### src/rtl/rede_io_bridge.sv
// rede_io_bridge
//   Streaming bridge between the rede network's request / output-enable codes
//   and valid/ready streams. An input FIFO feeds the network `in` port (popped
//   by REQ_CODE on net_req); an output FIFO captures io_out (pushed by OUT_CODE
//   on net_out_en). Sticky underrun/overrun flags and a result counter are kept.
// Ports
//   clk, rst (async, active low), clr (sync clear)
//   s_valid/s_ready/s_data       : upstream sample stream
//   net_in, net_req              : network input port and its request code
//   net_out, net_out_en          : network result and its enable code
//   m_valid/m_ready/m_data       : downstream result stream
//   in_level, out_level          : FIFO occupancies
//   underrun, overrun, out_total : sticky flags and accepted-result count
module rede_io_bridge #(
  parameter int unsigned DW            = 31,
  parameter int unsigned CODE_W        = 4,
  parameter int unsigned REQ_CODE      = 1,
  parameter int unsigned OUT_CODE      = 1,
  parameter int unsigned IN_DEPTH      = 16,
  parameter int unsigned OUT_DEPTH     = 16,
  parameter bit          UNDERRUN_ZERO = 1'b0
) (
  input  logic                          clk,
  input  logic                          rst,
  input  logic                          clr,
  input  logic                          s_valid,
  output logic                          s_ready,
  input  logic [DW-1:0]                 s_data,
  output logic [DW-1:0]                 net_in,
  input  logic [CODE_W-1:0]             net_req,
  input  logic [DW-1:0]                 net_out,
  input  logic [CODE_W-1:0]             net_out_en,
  output logic                          m_valid,
  input  logic                          m_ready,
  output logic [DW-1:0]                 m_data,
  output logic [$clog2(IN_DEPTH):0]     in_level,
  output logic [$clog2(OUT_DEPTH):0]    out_level,
  output logic                          underrun,
  output logic                          overrun,
  output logic [31:0]                   out_total
);

  localparam int unsigned IAW = $clog2(IN_DEPTH);
  localparam int unsigned OAW = $clog2(OUT_DEPTH);
  localparam logic [CODE_W-1:0] REQ_C = CODE_W'(REQ_CODE);
  localparam logic [CODE_W-1:0] OUT_C = CODE_W'(OUT_CODE);

  // Pointers carry one extra wrap bit above the address bits.
  logic [IAW:0]    in_wr_q, in_wr_d, in_rd_q, in_rd_d;
  logic [OAW:0]    out_wr_q, out_wr_d, out_rd_q, out_rd_d;
  logic [DW-1:0]   hold_q, hold_d;
  logic            underrun_q, underrun_d, overrun_q, overrun_d;
  logic [31:0]     total_q, total_d;

  logic [DW-1:0]   in_mem_q  [IN_DEPTH];
  logic [DW-1:0]   out_mem_q [OUT_DEPTH];

  logic in_empty, in_full, out_empty, out_full;
  logic req_hit, en_hit;
  logic in_push, in_pop, out_push, out_pop;
  logic [DW-1:0] in_head;

  assign in_empty  = (in_wr_q == in_rd_q);
  assign in_full   = (in_wr_q[IAW-1:0] == in_rd_q[IAW-1:0]) && (in_wr_q[IAW] != in_rd_q[IAW]);
  assign out_empty = (out_wr_q == out_rd_q);
  assign out_full  = (out_wr_q[OAW-1:0] == out_rd_q[OAW-1:0]) && (out_wr_q[OAW] != out_rd_q[OAW]);

  assign req_hit = (net_req == REQ_C);
  assign en_hit  = (net_out_en == OUT_C);

  assign s_ready  = !in_full;
  assign m_valid  = !out_empty;
  assign in_push  = s_valid && s_ready;
  assign in_pop   = req_hit && !in_empty;
  assign out_pop  = m_valid && m_ready;
  // A full output FIFO can still accept when its head leaves in the same cycle.
  assign out_push = en_hit && (!out_full || out_pop);

  assign in_head   = in_mem_q[in_rd_q[IAW-1:0]];
  assign m_data    = out_mem_q[out_rd_q[OAW-1:0]];
  assign in_level  = in_wr_q - in_rd_q;
  assign out_level = out_wr_q - out_rd_q;
  assign underrun  = underrun_q;
  assign overrun   = overrun_q;
  assign out_total = total_q;

  always_comb begin
    if (!in_empty)          net_in = in_head;
    else if (UNDERRUN_ZERO) net_in = '0;
    else                    net_in = hold_q;
  end

  always_comb begin
    in_wr_d    = in_wr_q;
    in_rd_d    = in_rd_q;
    out_wr_d   = out_wr_q;
    out_rd_d   = out_rd_q;
    hold_d     = hold_q;
    underrun_d = underrun_q;
    overrun_d  = overrun_q;
    total_d    = total_q;
    if (clr) begin
      in_wr_d    = '0;
      in_rd_d    = '0;
      out_wr_d   = '0;
      out_rd_d   = '0;
      hold_d     = '0;
      underrun_d = 1'b0;
      overrun_d  = 1'b0;
      total_d    = '0;
    end else begin
      if (in_push) in_wr_d = in_wr_q + 1'b1;
      if (in_pop) begin
        in_rd_d = in_rd_q + 1'b1;
        hold_d  = in_head;
      end
      if (req_hit && in_empty) underrun_d = 1'b1;
      if (out_pop) out_rd_d = out_rd_q + 1'b1;
      if (out_push) begin
        out_wr_d = out_wr_q + 1'b1;
        total_d  = total_q + 32'd1;
      end
      if (en_hit && !out_push) overrun_d = 1'b1;
    end
  end

  always_ff @(posedge clk or negedge rst) begin
    if (!rst) begin
      in_wr_q    <= '0;
      in_rd_q    <= '0;
      out_wr_q   <= '0;
      out_rd_q   <= '0;
      hold_q     <= '0;
      underrun_q <= 1'b0;
      overrun_q  <= 1'b0;
      total_q    <= '0;
    end else begin
      in_wr_q    <= in_wr_d;
      in_rd_q    <= in_rd_d;
      out_wr_q   <= out_wr_d;
      out_rd_q   <= out_rd_d;
      hold_q     <= hold_d;
      underrun_q <= underrun_d;
      overrun_q  <= overrun_d;
      total_q    <= total_d;
    end
  end

  // Storage arrays carry no reset; contents beyond the pointers are don't-care.
  always_ff @(posedge clk) begin
    if (in_push && !clr)  in_mem_q[in_wr_q[IAW-1:0]]   <= s_data;
    if (out_push && !clr) out_mem_q[out_wr_q[OAW-1:0]] <= net_out;
  end

endmodule
### config.mk
export PLATFORM = sky130hd
export DESIGN_NAME = rede_io_bridge
export DESIGN_NICKNAME = d
export VERILOG_FILES = /design/src/rtl/rede_io_bridge.sv
export SDC_FILE = /design/constraint.sdc
export NUM_CORES = 1
export LEC_CHECK = 0
export CORE_UTILIZATION = 54
export DETAILED_ROUTE_END_ITERATION = 12
export PLACE_DENSITY = 0.75
export SLEW_MARGIN = 20
export SYNTH_ARGS = -nofsm -noshare
export SYNTH_HDL_FRONTEND = slang
export SYNTH_SLANG_ARGS = --single-unit
### constraint.sdc
create_clock -name clk -period 4.8 [get_ports clk]
set_input_delay 0.72 -clock clk [delete_from_list [all_inputs] [get_ports clk]]
set_output_delay 0.72 -clock clk [all_outputs]
set_load 0.03 [all_outputs]
### Word-level counts from Yosys, hierarchy flattened

Memory sizes are Yosys's and may differ from the RTL's.
Cells that the tools add are included.

* bits of input ports: 75
* bits in writable memories: 992
* memories kept: 2
* word-level logic and storage cells: 69
* output and inout bits: 108
* register bits after elaboration: 85

Memory list
* in_mem_q: depth 16, width 31, read ports 1, clocked after memory_dff 0, write ports 1, line 55 `logic [DW-1:0] in_mem_q [IN_DEPTH];`
* out_mem_q: depth 16, width 31, read ports 1, clocked after memory_dff 0, write ports 1, line 56 `logic [DW-1:0] out_mem_q [OUT_DEPTH];`

* $add $sub $neg: 7
* reductions and logical operators: 23
* mux-type cells: 21
* equality and inequality tests: 8

Operators by type and width (number)
* $mux 31: 3
* $mux 32: 2
* $mux 5: 8
* $add 32x1->32 const B: 1
* $add 5x1->5 const B: 4
* $reduce_bool 2->1: 6
* $eq 5x5->1: 2
* $logic_and 1x1->1: 10
* $sub 5x5->5: 2
* $eq 4x1->1 const B: 2
* $eq 4x4->1: 2
* $mux 1: 8
* $logic_not 1->1: 6
* $ne 1x1->1: 2
* $logic_or 1x1->1: 1

### Logic depth before layout (Yosys ltp)

Gate-level depths: netlist of the first run.

* word-level depth: 9
* mapped depth: 11
* mapped depth without buffers: 7

### Least setup slack after synthesis of the first run

OpenSTA, ideal clock, no wires.

* path type: reg-to-reg
* start: register out_rd_q[2]
* end: memory out_mem_q[0][0], enable pin
* period minus slack after synthesis: 4829 ps
* path slack: -29 ps
* stages on the path, launching flop included: 10
* library setup time: 458 ps
* path buffers: 3
* arrival: 4371 ps
* data required time: 4342 ps
* cell sequence: dfrtp_1 -> clkbuf_1 -> clkbuf_1 -> clkinv_1 -> clkbuf_1 -> ha_1 -> nand4_1 -> nor3_1 -> or2b_1 -> nor3_1

* word-level cells in the longest chain between the ends: 8
* elaborated cells between the ends (all ways): 11
* those cells by class: eq/ne: 2; mux: 2; reduce/logical: 7

Ends and longest elaborated chain
* start, declared: line 50 `logic [OAW:0] out_wr_q, out_wr_d, out_rd_q, out_rd_d;`
* start signal, assigned: line 141 `out_rd_q <= out_rd_d;`
* $eq 5x5->1 or $eq 4x4->1 (tied branches): line 65, 66
* $logic_not 1->1 or $logic_and 1x1->1 (tied branches): line 72, 66
* $logic_and 1x1->1 or $logic_not 1->1 (tied branches): line 75, 77
* $logic_or 1x1->1 *: line 77 `assign out_push = en_hit && (!out_full || out_pop);`
* $logic_and 1x1->1 *: line 77
* $logic_and 1x1->1 *: line 152 `if (out_push && !clr) out_mem_q[out_wr_q[OAW-1:0]] <= net_out;`
* $mux 1 *: line 152
* $mux 1 (implied by the code) *: line 152
* end, declared: line 56

Every way passes the cells marked *; elsewhere a longest branch is shown, timed or not.

### Final worst setup path of the first run

* start: register in_wr_q[2]
* end: output net_in[6]

* word-level cells in the longest chain between the ends: 2

Ends and longest elaborated chain
* start, declared: line 49 `logic [IAW:0] in_wr_q, in_wr_d, in_rd_q, in_rd_d;`
* start signal, assigned: line 138 `in_wr_q <= in_wr_d;`
* $eq 5x5->1: line 63 `assign in_empty = (in_wr_q == in_rd_q);`
* $mux 31: line 88 `if (!in_empty) net_in = in_head;`
* end, declared: line 29 `output logic [DW-1:0] net_in,`

No other way between the ends.

==> metrics.yaml, run 1 <==
drt_pass1_iterations: 7
setup-violations-final: 0
ys_seq_area_share_pct: 74.93
avgSynthCellArea_um2: 19.65
cts_tree: "done"
multi_input_area_um2: 10170
synth_top_area_share_pct: 69.93
cap_violations: 0
vias: 22060
cts-resized-gates: 0
grt_pass1_wl_mm: 143.3
p_comb_share_pct: 4.9
cts_buffer_depth: 3
rsz0062_at_grt: "false"
sequentialPowerShare_pct: 53.5
arrival_ps: 3970
insertion_delay_ps: 670
post_cts_buffers: 0
placed_cells: 3335
p_sw_w: 0.004051
fin_tns_setup_ps: 0
ys_seq_elements: 1077
grt_max_degree: 127
use_met3_pct: 4.981
slew_violations: 0
fmax_mhz: 213.4
rows: 102
status: "complete, no violations"
synth_flop_cell: "edfxtp_1"
io_buffers: 182
hold_class: "primary input to asynchronous set/reset pin"
die-area_um2: 80010
top_usage_layer: "met2"
cts_root_buf: "clkbuf_16"
drt-total-wl_mm: 96.80
hpwl_mm: 51.69
startpoint_type: "flop"
ant_nets: 0
async_reset_ff_share_pct: 7.892
via_per_inst: 6.238
synth_edf_count: 992
min_period_over_period_pct: 97.64
synth_area_leaders: "edfxtp_1, mux4_2, dfrtp_1, nand2_1, mux2i_1"
finalHoldViolCount: 0
clkSinkCount: 1077
path_class: "flop to output port"
syn_inst: 2168
synth.cell_area_um2: 42600
final_cells: 3536
p_per_area_nw_per_um2: 390.2
p_int_w: 0.01520
area_growth_syn_to_layout_pct: 15.84
gr-usage-met2_pct: 39.75
ff_latch_area_um2: 31930
p_leak_nw: 15.98
io_pins: 183
route.detailed.wl_per_inst_um: 27.38
track_usage_pct: 24.55
slew_headroom_pct: 31.94
crit_path_max_fanout: 17
crit_path_end_kind: "output port"
ys_warn_count: 0
fillCellCount: 5055
worst_pin_slew_ps: 1019
min_period_ps: 4687
cp.required_ps: 4080
cts_inserted_buffers: 105
ctsHtreeMaxLevel: 3
core-area_um2: 77720
nets: 2498
synth_cell_types: 47
cts_hold_buffers: 0
p_sw_share_pct: 21.04
start_util_pct: 54.81
power_frac_clock_pct: 41.5
overflow: 0
syn-num-nets: 2264
die_x_um: 282.9
grt_antenna_before_repair: 7
first_global_vias: 22720
synth_area_leader_cell: "edfxtp_1"
die_height_um: 282.9
drc_errors: 0
worst_ir_drop_vdd_v: 0.0004018
use_met1_pct: 33.97
clock_skew_ps: 39.06
globalplace.congestion: 0.7867
clk_pin_slew_worst_paths_ps: 60
drive_gt1_share_pct: 21.03
first_iter_violations: 2160
[synth_stat cells, drive strengths merged, types with 26 or more instances]
cell      n
buf      69
nand2   211
and3     35
nor2     67
a31oi    31
inv      26
o221ai   31
or3      37
mux4    248
edfxtp  992
xnor2    37
mux2i    63
o211ai   31
dfrtp    85
clkbuf   51
[stage by stage]
step	power, W	worst slack [ps]	cell area [µm²]	hold WS (ps)	utilization, %
6_report	0.01926	113.5	49340	136.1	63.49
5_1_grt	0.01979	7.656	49340	182.8	63.48
4_1_cts	0.01937	82.26	49330	150.0	63.47
3_5_place_dp	0.01146	797.8	45970	474.9	59.15
3_3_place_gp	0.01143	886.0	45970	466.7	59.15
2_1_floorplan	0.01100	-29.08	42620	424.4	-
[power by group through the flow]
stage          sequential (W)  clock (W)  combinational [W]
3_5_place_dp           0.0105          0           0.000950
6_report               0.0103    0.00800           0.000949
2_1_floorplan          0.0105          0           0.000506
3_3_place_gp           0.0105          0           0.000925
5_1_grt                0.0103    0.00847            0.00101
4_1_cts                0.0103    0.00810           0.000957
[state kept, by name (all words and copies together) (netlist names)]
signal	cells
in_wr_q	5
in_mem_q	496
out_wr_q	5
out_total	32
out_mem_q	496
hold_q	31
overrun	1
out_rd_q	5
in_rd_q	5
underrun	1
[cells by family after synthesis]
family | count (synthesis) | share of synthesized area (%)
multiplexers | 312 | 14.63
flip-flops | 1077 | 74.93
adder cells (fa/ha/maj) | 21 | 0.6521
AND/OR/NAND/NOR | 434 | 4.897
buffers and inverters | 147 | 1.660
AO/OA/AOI/OAI | 130 | 2.253
XOR/XNOR | 47 | 0.9840
[area by class of cell]
type	instances	share of cell area, %
clock buffer	142	5.832
clock inverter	55	0.9838
inverter	27	0.2079
antenna	4	0.02029
timing repair buffer	247	4.990
multi-input combinational	944	20.61
tap	1040	2.637
sequential	1077	64.72
[final timing paths]
path                             start                 to  slack, ps  depth (start not counted)
max                         in_wr_q[2]          net_in[6]        110                          6
min                                rst      out_total[13]        140                          1
max reg2reg                out_rd_q[1]  out_mem_q[11][21]       1050                          8
min reg2reg                 hold_q[25]         hold_q[25]        490                          2
max in group asynchronous          rst      out_total[17]       3520                          2
min in group clk                   clr        out_rd_q[0]        350                          2
[worst max-delay path, stage by stage (launching register included)]
cell	delay [ps]
dfrtp_1	580
ha_1	480
nand4_1	250
o21ai_4	700
buf_4	360
o211ai_1	260
clkdlybuf4s50_1	670
[layout by cell type (no fill, tap or decap), types with 6 or more instances in the layout]
cell and count:
xnor2_1 36, xor2_1 10, o221ai_1 31, and2_2 12
clkinv_2 21, nand4_1 11, a31oi_1 31, and3_1 35
buf_12 13, nor3_1 13, dfrtp_1 80, nand3_1 14
clkbuf_1 27, bufinv_16 6, a21oi_1 18, clkbuf_16 106
mux2i_1 63, edfxtp_1 992, a21o_1 6, clkbuf_8 9
nand2_1 211, mux4_2 248, clkinvlp_4 6, nor2_1 51
clkinv_1 18, ha_1 19, inv_1 25, or3_1 37
and4_1 7, nor2_4 15, clkdlybuf4s50_1 179, o211ai_1 31
buf_4 54, o21ai_0 6
[layer usage]
layer | wire, µm | up-vias
li1 | - | 9226
met1 | 37830 | 11500
met2 | 47600 | 1138
met3 | 8962 | 182
met4 | 2347 | 10
met5 | 69 | -
Note: power is estimated with default switching activity, not from simulation.
==> run 2: changes to the inputs <==
--- a/config.mk
+++ b/config.mk
@@ -8,6 +8,7 @@
 export CORE_UTILIZATION = 54
 export DETAILED_ROUTE_END_ITERATION = 12
 export PLACE_DENSITY = 0.75
+export RECOVER_POWER = 100
 export SLEW_MARGIN = 20
 export SYNTH_ARGS = -nofsm -noshare
 export SYNTH_HDL_FRONTEND = slang
==> run 2 against run 1 <==
- the run now ends with capacitance limit, slew limit left
- clock skew decreased by 2.5 ps
- combinational power shrank 3.4%
- wire length barely moved
- hold slack improved by 210 ps
- cell area is 0.45% lower
- clock power barely moved
- global-route usage did not move
- maximum frequency shrank 0.23%
- via count decreased by 0.14%
- die area did not move
- count of clock-buffer cells in the layout unchanged
- critical path type unchanged
- largest cell class unchanged
- highest routed layer unchanged
==> metrics.yaml, run 2 (same netlist as run 1, synthesis figures left out) <==
setup-violations-final: 0  # unchanged
grt_pass1_wl_mm: 143.3  # unchanged
cts_buffer_depth: 3  # unchanged
fmax_mhz: 212.9  # was 213.4 MHz
ant_nets: 0  # unchanged
hold_ws_ps: 347.3  # was 136.1 ps
min_period_ps: 4697  # was 4687 ps
cap_violations: 2  # was 0
p_leak_nw: 16.11  # was 15.98 nW
final_common_cell: "edfxtp_1"  # unchanged
placed_cells: 3335  # unchanged
p_per_area_nw_per_um2: 391.3  # was 390.2 nW/µm²
final_cell_mix: "edfxtp_1, mux4_2, nand2_1, dlygate4sd3_1, clkbuf_16"  # was edfxtp_1, mux4_2, nand2_1, clkdlybuf4s50_1, clkbuf_16
clkSinkCount: 1077  # unchanged
slew_violations: 69  # was 0
first_global_vias: 22720  # unchanged
insertion_delay_ps: 670  # about the same
arrival_ps: 3980  # was 3970 ps
r2r_start: "out_rd_q[1]"  # unchanged
cts_inserted_buffers: 105  # unchanged
drc_errors: 0  # unchanged
startpoint_type: "flop"  # unchanged
area_growth_syn_to_layout_pct: 15.32  # was 15.84%
final_cells: 3542  # was 3536
path_class: "flop to output port"  # unchanged
cts_hold_buffers: 0  # unchanged
startpoint: "in_wr_q[2]"  # unchanged
rows: 102  # unchanged
grt_antenna_before_repair: 16  # was 7
die-area_um2: 80010  # unchanged
cts_root_buf: "clkbuf_16"  # unchanged
ff_latch_area_um2: 31930  # about the same
crit_path_max_fanout: 17  # unchanged
route.detailed.wl_per_inst_um: 27.31  # was 27.38 µm
die_height_um: 282.9  # unchanged
via_per_inst: 6.219  # was 6.238
globalplace.congestion: 0.7867  # unchanged
drive_gt1_share_pct: 19.74  # was 21.03%
first_iter_violations: 2225  # was 2160
post_cts_buffers: 0  # unchanged
multi_input_area_um2: 10050  # was 10170 µm²
cts_tree: "done"  # unchanged
crit_path_end_kind: "output port"  # unchanged
worstHoldStart: "clr"
slew_headroom_pct: -126.7  # was 31.94%
cp.required_ps: 4080  # about the same
hold_class: "primary input to flop"  # was primary input to asynchronous set/reset pin
drt_pass1_iterations: 7  # unchanged
start_util_pct: 54.81  # unchanged
ctsHtreeMaxLevel: 3  # unchanged
track_usage_pct: 24.55  # unchanged
io_buffers: 182  # unchanged
clk_pin_slew_worst_paths_ps: 60  # about the same
worst_ir_drop_vdd_v: 0.0004021  # was 0.0004018 V
nets: 2498  # unchanged
vias: 22030  # was 22.06k
worst_pin_slew_ps: 3401  # was 1019 ps
drt-total-wl_mm: 96.75  # was 96.80 mm
grt_max_degree: 127  # unchanged
hpwl_mm: 51.69  # unchanged
fillCellCount: 5111  # was 5055
core-area_um2: 77720  # unchanged
io_pins: 183  # unchanged
rsz0062_at_grt: "false"  # unchanged
min_period_over_period_pct: 97.86  # was 97.64%
cts-resized-gates: 0  # unchanged
finalHoldViolCount: 0  # unchanged
clock_skew_ps: 36.60  # was 39.06 ps
overflow: 0  # unchanged
violations: "capacitance limit, slew limit"
status: "finished, violations left"  # was complete, no violations
die_x_um: 282.9  # unchanged
run 2: final timing paths:
check                                        end  slack [ps]  cells past startpoint
worst max register to register  out_mem_q[5][18]         260                      8
max in group asynchronous          out_total[11]        1030                      2
worst max-delay path                   net_in[6]         100                      6
worst min register to register        hold_q[25]         490                      2
min in group asynchronous          out_total[13]        1200                      1
worst min-delay path                 out_rd_q[0]         350                      2
run 2: critical path, cell delays in order (launching register included):
cell,delay [ps]
dfrtp_1,580
ha_1,480
nand4_1,250
o21ai_4,700
buf_4,360
o211ai_1,260
clkdlybuf4s50_1,670
run 2: through the flow:
| step | setup TNS [ps] | setup WS [ps] | utilization (%) | total power (W) | instance area, µm² |
|---|---|---|---|---|---|
| global route | 0 | 7.542 | 63.18 | 0.01976 | 49100 |
| finish | 0 | 102.7 | 63.20 | 0.01922 | 49120 |
| CTS | 0 | 82.26 | 63.47 | 0.01937 | 49330 |
| global placement | 0 | 886.0 | 59.15 | 0.01143 | 45970 |
| detailed placement | 0 | 797.8 | 59.15 | 0.01146 | 45970 |
| floorplan | -1803 | -29.08 | - | 0.01100 | 42620 |
run 2: report_power, final:
group          total [W]  leakage (nW)  switching (W)  internal (W)
sequential        0.0103          10.1      0.0000199        0.0103
combinational   0.000917          4.37       0.000571      0.000346
clock            0.00800          1.64        0.00345       0.00454
run 2: area by class of cell:
cell class,count,share of cell area (%)
Sequential cell,1077,65.00
Multi-Input combinational cell,944,20.45
Clock buffer,142,5.858
Timing Repair Buffer,247,4.789
Tap cell,1040,2.649
Clock inverter,55,0.9883
Inverter,27,0.2089
Antenna cell,10,0.05094
run 2: metal layers:
layer | wire (µm) | GRT usage, % | vias up
li1 | - | - | 9245
met1 | 38150 | 33.97 | 11500
met2 | 47360 | 39.75 | 1088
met3 | 8744 | 4.981 | 182
met4 | 2414 | 7.484 | 12
met5 | 81 | 0 | -
